<file path="config.mk">
export PLATFORM = sky130hd
export DESIGN_NAME = arb16_rr
export DESIGN_NICKNAME = d
export VERILOG_FILES = /design/src/rtl/arb16_rr.sv
export SDC_FILE = /design/constraint.sdc
export NUM_CORES = 1
export LEC_CHECK = 0
export ABC_AREA = 1
export ABC_CLOCK_PERIOD_IN_PS = 3800
export CORE_AREA = 2 2 238 240
export DETAILED_ROUTE_END_ITERATION = 10
export DIE_AREA = 0 0 240 242
export SLEW_MARGIN = 20
export SYNTH_ARGS = -nofsm -noshare
export SYNTH_HDL_FRONTEND = slang
export SYNTH_SLANG_ARGS = --single-unit
</file>
<file path="constraint.sdc">
create_clock -name clk -period 3.8 [get_ports clk]
set_clock_uncertainty 0.05 [all_clocks]
set_input_delay 0.95 -clock clk [delete_from_list [all_inputs] [get_ports clk]]
set_output_delay 0.95 -clock clk [all_outputs]
set_load 0.005 [all_outputs]
</file>
<file path="src/rtl/arb16_rr.sv">
// arb16_rr: 16-requester round-robin packet arbiter sharing one W-bit output channel.
// Optional beat-limit forced release is built only when ARB16_MAXBEAT_EN is defined.

module arb16_rr_mux16 #(
  parameter int W = 32
) (
  input  logic [16*W-1:0] in_data,
  input  logic [3:0]      sel,
  output logic [W-1:0]    out_data
);

  logic [W-1:0] lvl0 [16];
  logic [W-1:0] lvl1 [8];
  logic [W-1:0] lvl2 [4];
  logic [W-1:0] lvl3 [2];

  for (genvar i = 0; i < 16; i++) begin : g_lvl0
    assign lvl0[i] = in_data[i*W +: W];
  end

  for (genvar i = 0; i < 8; i++) begin : g_lvl1
    assign lvl1[i] = sel[0] ? lvl0[2*i+1] : lvl0[2*i];
  end

  for (genvar i = 0; i < 4; i++) begin : g_lvl2
    assign lvl2[i] = sel[1] ? lvl1[2*i+1] : lvl1[2*i];
  end

  for (genvar i = 0; i < 2; i++) begin : g_lvl3
    assign lvl3[i] = sel[2] ? lvl2[2*i+1] : lvl2[2*i];
  end

  assign out_data = sel[3] ? lvl3[1] : lvl3[0];

endmodule

module arb16_rr #(
  parameter int W         = 32,
  parameter int MAX_BEATS = 16
) (
  input  logic            clk,
  input  logic            rst,
  input  logic [15:0]     req,
  input  logic [15:0]     last,
  input  logic [16*W-1:0] in_data,
  output logic [15:0]     in_ready,
  output logic            out_valid,
  output logic [W-1:0]    out_data,
  output logic            out_last,
  input  logic            out_ready,
  output logic [15:0]     grant,
  output logic [3:0]      sel,
  output logic            err
);

  localparam logic [0:0] IDLE = 1'b0;
  localparam logic [0:0] BUSY = 1'b1;

  // A beat limit below one is meaningless; this empty block names the constraint.
  if (MAX_BEATS < 1) begin : g_max_beats_must_be_positive
  end

  logic [0:0]  state_r;
  logic [0:0]  state_nxt_s;
  logic [3:0]  sel_r;
  logic [3:0]  sel_nxt_s;
  logic [3:0]  ptr_r;
  logic [3:0]  ptr_nxt_s;
  logic [15:0] grant_r;
  logic [15:0] grant_nxt_s;
  logic [3:0]  pick_s;
  logic        pick_vld_s;
  logic        busy_s;
  logic        valid_s;
  logic        last_s;
  logic        xfer_s;
  logic        force_s;
  logic        release_s;

  function automatic logic [15:0] onehot16(input logic [3:0] idx);
    return 16'd1 << idx;
  endfunction

  // Rotating-priority scan: walking offsets downward lets the smallest offset from ptr win.
  always_comb begin
    pick_s     = 4'd0;
    pick_vld_s = 1'b0;
    for (int i = 15; i >= 0; i--) begin
      if (req[ptr_r + 4'(i)]) begin
        pick_s     = ptr_r + 4'(i);
        pick_vld_s = 1'b1;
      end else begin
        pick_vld_s = pick_vld_s;
      end
    end
  end

  assign busy_s    = (state_r == BUSY);
  assign valid_s   = busy_s & req[sel_r];
  assign last_s    = valid_s & last[sel_r];
  assign xfer_s    = valid_s & out_ready;
  assign release_s = xfer_s & (last_s | force_s);

  arb16_rr_mux16 #(
    .W(W)
  ) u_mux (
    .in_data (in_data),
    .sel     (sel_r),
    .out_data(out_data)
  );

  // Next-state selection for the arbiter FSM and its grant registers.
  always_comb begin
    state_nxt_s = state_r;
    sel_nxt_s   = sel_r;
    grant_nxt_s = grant_r;
    ptr_nxt_s   = ptr_r;
    case (state_r)
      IDLE: begin
        if (pick_vld_s) begin
          state_nxt_s = BUSY;
          sel_nxt_s   = pick_s;
          grant_nxt_s = onehot16(pick_s);
        end else begin
          state_nxt_s = IDLE;
        end
      end
      BUSY: begin
        if (release_s) begin
          state_nxt_s = IDLE;
          grant_nxt_s = 16'd0;
          ptr_nxt_s   = sel_r + 4'd1;
        end else begin
          state_nxt_s = BUSY;
        end
      end
      default: begin
        state_nxt_s = IDLE;
        grant_nxt_s = 16'd0;
      end
    endcase
  end

  // Arbiter state registers with synchronous active-low reset.
  always_ff @(posedge clk) begin
    if (!rst) begin
      state_r <= IDLE;
      sel_r   <= 4'd0;
      ptr_r   <= 4'd0;
      grant_r <= 16'd0;
    end else begin
      state_r <= state_nxt_s;
      sel_r   <= sel_nxt_s;
      ptr_r   <= ptr_nxt_s;
      grant_r <= grant_nxt_s;
    end
  end

`ifdef ARB16_MAXBEAT_EN
  localparam int CNT_W = $clog2(MAX_BEATS + 1);

  logic [CNT_W-1:0] cnt_r;
  logic [CNT_W-1:0] cnt_nxt_s;
  logic             err_r;

  assign force_s = xfer_s & ~last_s & (cnt_r == CNT_W'(MAX_BEATS - 1));

  // Beat counter restarts every time a grant is issued.
  always_comb begin
    cnt_nxt_s = cnt_r;
    if (state_r == IDLE) begin
      cnt_nxt_s = {CNT_W{1'b0}};
    end else if (xfer_s) begin
      cnt_nxt_s = cnt_r + CNT_W'(1);
    end else begin
      cnt_nxt_s = cnt_r;
    end
  end

  // Beat counter and one-cycle forced-release flag.
  always_ff @(posedge clk) begin
    if (!rst) begin
      cnt_r <= {CNT_W{1'b0}};
      err_r <= 1'b0;
    end else begin
      cnt_r <= cnt_nxt_s;
      err_r <= force_s;
    end
  end

  assign err = err_r;
`else
  assign force_s = 1'b0;
  assign err     = 1'b0;
`endif

  assign out_valid = valid_s;
  assign out_last  = last_s;
  assign in_ready  = grant_r & {16{out_ready}};
  assign grant     = grant_r;
  assign sel       = sel_r;

endmodule
</file>
**Yosys cells after proc, flatten, opt, wreduce, memory -nomap -nowiden**

Cells that the tools add are included.

- Flip-flop bits (word level): 25
- Latch bits: 0
- RAM bits: 0
- Memory bits (read-only): 0
- Output and inout bits: 71
- Word-level logic and storage cells: 138
- Memories: 0

- Add/sub/neg operators: 16
- $mul: 0
- Divide/modulo/power cells: 0
- Order comparisons: 17
- Eq/ne operators: 2
- Shift-type cells: 1
- Multiplexer cells: 89
- Bitwise operators: 6
- Reduce and logical (&&, ||, !) cells: 3

Operators by type and width:

| operator | count |
|---|---|
| $mux W32 | 15 |
| $lt A4 B5 Y1 const B | 17 |
| $bmux W1 S4 | 18 |
| $mux W4 | 16 |
| $mux W1 | 36 |
| $add A4 B4 Y4 const B | 8 |
| $mux W16 | 2 |
| $pmux W16 S2 | 1 |
| $add A4 B3 Y4 const B | 4 |
| $and A16 B16 Y16 | 1 |
| $shl A1 B4 Y16 const A | 1 |
| $add A4 B1 Y4 const B | 2 |
| $add A4 B2 Y4 const B | 2 |
| $reduce_and A2 Y1 | 3 |
| $and A1 B1 Y1 | 4 |
| $ne A2 B1 Y1 const B | 1 |
| $ne A2 B2 Y1 const B | 1 |
| $pmux W1 S2 | 1 |
| $not A1 Y1 | 1 |

**Logic depth before layout (Yosys ltp)**

- Word-level depth: 22
- Gate-level depth with buffers: 32
- Mapped depth without buffers: 28

**By module**

From an unflattened synthesis, not the netlist that was laid out.

- Cells, all modules: 2126
- Area, all modules: 9940.8 um^2

Modules (own cells, without submodules):

| module | times used | cells an instance | area each (um^2) |
|---|---|---|---|
| arb16_rr_mux16 | 1 | 1549 | 6610.1 |
| arb16_rr | 1 | 577 | 3330.7 |

**Least setup slack after synthesis**

OpenSTA, ideal clock, no wires.

- Path type: reg-to-reg
- Start: register ptr_r[0]
- End: register grant_r[5] (netlist: grant[5])
- Arrival time: 3.082 ns
- Slack: 0.597 ns
- Stages on the path, launching flop included: 31
- Buffers on the path: 4
- Period minus slack after synthesis: 3.203 ns
- Cells stage by stage: dfxtp_1 > inv_2 > buf_2 > buf_2 > ha_1 > clkbuf_1 > nand3_1 > nand3_1 > nand2_1 > nand2_1 > nand2_2 > inv_1 > nand2_1 > nand2_1 > nand2_1 > nand2_1 > nand2_1 > a21oi_1 > nand2_1 > nand2_1 > nand2_1 > nand2_1 > nand2_1 > nand2_1 > nand2_1 > nand2_1 > nand2_1 > buf_6 > nor2_2 > nand3_1 > a21oi_1

- Cells in the longest elaborated chain, start to end: 22
- Elaborated cells on any way between the ends: 84

RTL lines:

| element | RTL line | source |
|---|---|---|
| from (decl) | 67 | `logic [3:0] ptr_r;` |
| from (signal assigned) | 154 | `ptr_r <= ptr_nxt_s;` |
| $add A4 B4 Y4 | 89, 90 |  |
| $bmux W1 S4 | 89 | `if (req[ptr_r + 4'(i)]) begin` |
| $mux W1 (implied by the code) | 89 |  |
| $mux W4 (16 in a row) | 89 |  |
| $shl A1 B4 Y16 | 81 | `return 16'd1 << idx;` |
| $mux W16 | 120 | `if (pick_vld_s) begin` |
| $pmux W16 S2 | 118 | `case (state_r)` |
| to (signal assigned) | 155 | `grant_r <= grant_nxt_s;` |
| to (decl) | 69 | `logic [15:0] grant_r;` |

Parallel ways exist; a longest one is shown, timed or not. The select of a mux whose other input is x is not followed.
A chain may end at the register's enable or synchronous reset.

**Final worst setup path**

- Start: input req[9]
- End: output out_last

- Cells in the longest elaborated chain, start to end: 4

RTL lines:

| element | RTL line | source |
|---|---|---|
| from (decl) | 43 | `input logic [15:0] req,` |
| $bmux W1 S4 | 99 | `assign valid_s = busy_s & req[sel_r];` |
| $mux W1 (implied by the code) | 99 |  |
| $and A1 B1 Y1 | 99 |  |
| $and A1 B1 Y1 | 100 | `assign last_s = valid_s & last[sel_r];` |
| to (decl) | 49 | `output logic out_last,` |

No other way between the ends. The select of a mux whose other input is x is not followed.

==> results.yml <==
pwr:
  p_switching_mw: 3.05
  internal-power_mw: 2.59
  p_per_area_nw_per_um2: 366
  peakVddDrop_v: 0.000183
  power_frac_comb_pct: 89.3
  leakagePower_nw: 6.09
  p_seq_share_pct: 6.4
  power_frac_clock_pct: 4.3
  switching_share_pct: 54.1
yosys:
  yosysSeqAreaShare_pct: 6.87
  avgSynthCellArea_um2: 5.14
  yosysTopAreaCell: "o21ai_0"
  syn_nets: 1973
  synthCells: 1418
  synth.distinct_cells: 36
  ys_seq_elements: 25
  synth_top_area_share_pct: 18.6
  async_flop_share_pct: 0
  syn_area_um2: 7280
  yosys-top-cells-area: "o21ai_0, nor2_1, nand2_1, o221ai_1, nand3_1"
  synthFlopType: "dfxtp_1"
  ys_warn_count: 0
  synth-edff-count: 0
sta:
  drv_slew: 0
  fmax_mhz: 266
  setup-violations-final: 0
  tightest_slew_ps: 631
  fin_crit_ps: 3770
  holdWs_ps: 430
  rsz0062_at_grt: "yes"
  slew_headroom_pct: 57.9
  post-route-period-util_pct: 99.1
  hold_viol_final: 0
floorplan:
  die_area_um2: 58100
  pin_count: 618
  initial_core_util_pct: 13.1
  die_x_um: 240
  die_h_um: 242
  placementRows: 87
  core_area_um2: 55700
setup_path:
  cp_top_family: "buffers and inverters"
  cp.required_ps: 2800
  rr_endpoint: "grant[2]"
  r2r_start: "ptr_r[0]"
  crit_end: "out_last"
  cp-end-kind: "output port"
  slowest_stage: "clkdlybuf4s50_1"
  cp_max_fo: 2
  critPathLaunch: "req[9]"
  reg2reg_depth: 28
  rrSetupSlack_ps: 560
  crit_arrival_ps: 2770
  crit_type: "in2out"
  crit_chain: "clkdlybuf4s50_1 > o21ai_0 > o221ai_1 > nand3_1 > nand2_1 > nand2_2 > nor3_4 > buf_6 > clkdlybuf4s15_2"
  cp.depth: 9
  max_stage_delay_ps: 490
  crit_buf_inv: 3
  start_kind: "input port"
cells_and_area:
  fin_area_um2: 15400
  nFillCells: 6353
  syn_to_final_growth_pct: 112
  finalCoreUtilization_pct: 27.7
  regArea_um2: 513
  fin_nets: 2592
  drive_gt1_share_pct: 9.33
  multiInputGateArea_um2: 6210
drt:
  viasPerCell: 4.67
  wl_um: 67500
  drt_iter0_drc: 842
  first_pass_iters: 5
  avgRoutedWirePerCell_um: 24.0
  num_vias: 13100
  drc: 0
  antenna_left: 0
global_routing:
  grt_pass1_wl_um: 91700
  grt_max_degree: 80
  antenna_found_initial: 55
  overflow: 0
  grt.total_usage_pct: 22.1
  grt_pass1_vias: 12900
clock_network:
  cts_tree: "done"
  clock_sinks: 25
  insertion_delay_ps: 260
  clkTransAtPathRegs_ps: 60
  cts_made_buffers: 3
  htree_levels: 1
  clk_path_buf_depth: 2
  cts-root-buf: "clkbuf_16"
place:
  numPortBuffers: 616
  dp_hpwl_um: 57600
  place.gp.congestion: 0.974
  dpl_cell_area_um2: 15100
flow_run:
  cap_violations: 0
hold_path:
  hold_class: "reg2reg"
status:
  status: "completed"
per-layer routing:
layer	share of wire, %	global-route usage (%)
met3	9.5	6.34
met4	3.6	7.40
met2	47	37.7
met5	0.35	0
met1	40	26.3
repair_timing:
action	CTS	global route
hold buffers	0	0
buffers inserted	3	0
endpoints found under the setup margin	6	34
resized for setup	15	40
gates cloned	0	0
pin swaps	4	9
tightest hold or removal path, cell delays in order, from the launching register on:
cell and delay, ps:
dfxtp_1 320, nand2_1 60, a21oi_1 50
area by class of cell:
type	count	share of cell area, %
repair buffers	742	47.9
inverters	58	1.49
multi-input cells	1207	40.3
well taps	756	6.14
diodes	19	0.308
clock buffers	3	0.487
clock inverters	1	0.0406
flip-flops and latches	25	3.33
power groups by stage:
stage	combinational (mW)	clock (mW)	sequential, mW
3_3_place_gp	4.96	0	0.381
4_1_cts	5.01	0.243	0.363
6_report	5.04	0.241	0.363
2_1_floorplan	2.25	0	0.328
3_5_place_dp	4.95	0	0.381
5_1_grt	5.47	0.256	0.367
cells in the mapped netlist (2+ instances only):
master and count:
nor2_1 275, o21ai_0 270, nand2_1 266, nand3_1 126
clkbuf_1 109, o221ai_1 109, a21oi_1 68, inv_1 53
dfxtp_1 25, o211ai_1 23, o22ai_1 23, buf_1 8
ha_1 8, nand4_1 8, xor2_1 8, buf_2 7
inv_2 5, a211oi_1 2, a21oi_2 2, a21oi_4 2
a221oi_1 2, a311oi_1 2, buf_4 2, buf_6 2
nor2_2 2
through the flow:
stage,setup WS [ps],power [mW],instances,setup TNS (ps)
final,33.5,5.64,2811,0
after global routing,-11.3,6.09,2801,-11.3
after CTS,-36.9,5.61,2792,-36.9
after detailed placement,-709,5.33,2785,-1590
after global placement,-741,5.34,2785,-1470
after floorplan,597,2.58,1418,0
flip-flops by register name (all words and copies together), names as in the netlist:
| register | flops |
|---|---|
| busy_s | 1 |
| grant | 16 |
| ptr_r | 4 |
| sel | 4 |
cell usage in the layout (no fill, tap or decap), drive strengths merged:
master         Yosys  layout
dlygate4sd2        0       3
dlymetal6s2s       0      10
nor3               1       1
a211oi             2       2
diode              0      19
nor4               2       2
nand4              8       8
o211ai            23      23
clkbuf           109       3
inv               58      59
or4                1       1
buf               19     134
xor2               9       9
o22ai             23      23
a221oi             2       2
ha                 8       8
nand3            126     126
a311oi             2       2
nor2             277     277
clkdlybuf4s50      0     594
o21a               1       1
clkdlybuf4s15      0       1
nand2            267     267
o221ai           109     109
a21oi             72      72
dfxtp             25      25
xnor2              1       1
o21ai            271     271
conb               1       1
mux2i              1       1
worst min path at each step:
stage	from	endpoint	slack, ps	cells past startpoint
2_1_floorplan	busy_s	busy_s	420	2
3_3_place_gp	grant[13]	grant[13]	420	2
3_5_place_dp	grant[7]	grant[7]	420	2
4_1_cts	grant[10]	grant[10]	430	2
5_1_grt	grant[5]	grant[5]	460	2
6_report	grant[10]	grant[10]	430	2
cells by family (layout without fill, tap and decap cells):
| group | Yosys count | in the layout | share of synthesized area, % |
|---|---|---|---|
| adder cells (fa/ha/maj) | 8 | 8 | 1.37 |
| AO/OA/AOI/OAI | 505 | 505 | 42.2 |
| other | 1 | 20 | 0.0515 |
| XOR/XNOR | 10 | 10 | 1.41 |
| multiplexers | 1 | 1 | 0.137 |
| flip-flops | 25 | 25 | 6.87 |
| AND/OR/NAND/NOR | 682 | 682 | 37.9 |
| buffers and inverters | 186 | 804 | 10.0 |
Note: power is estimated with default switching activity, not from simulation.
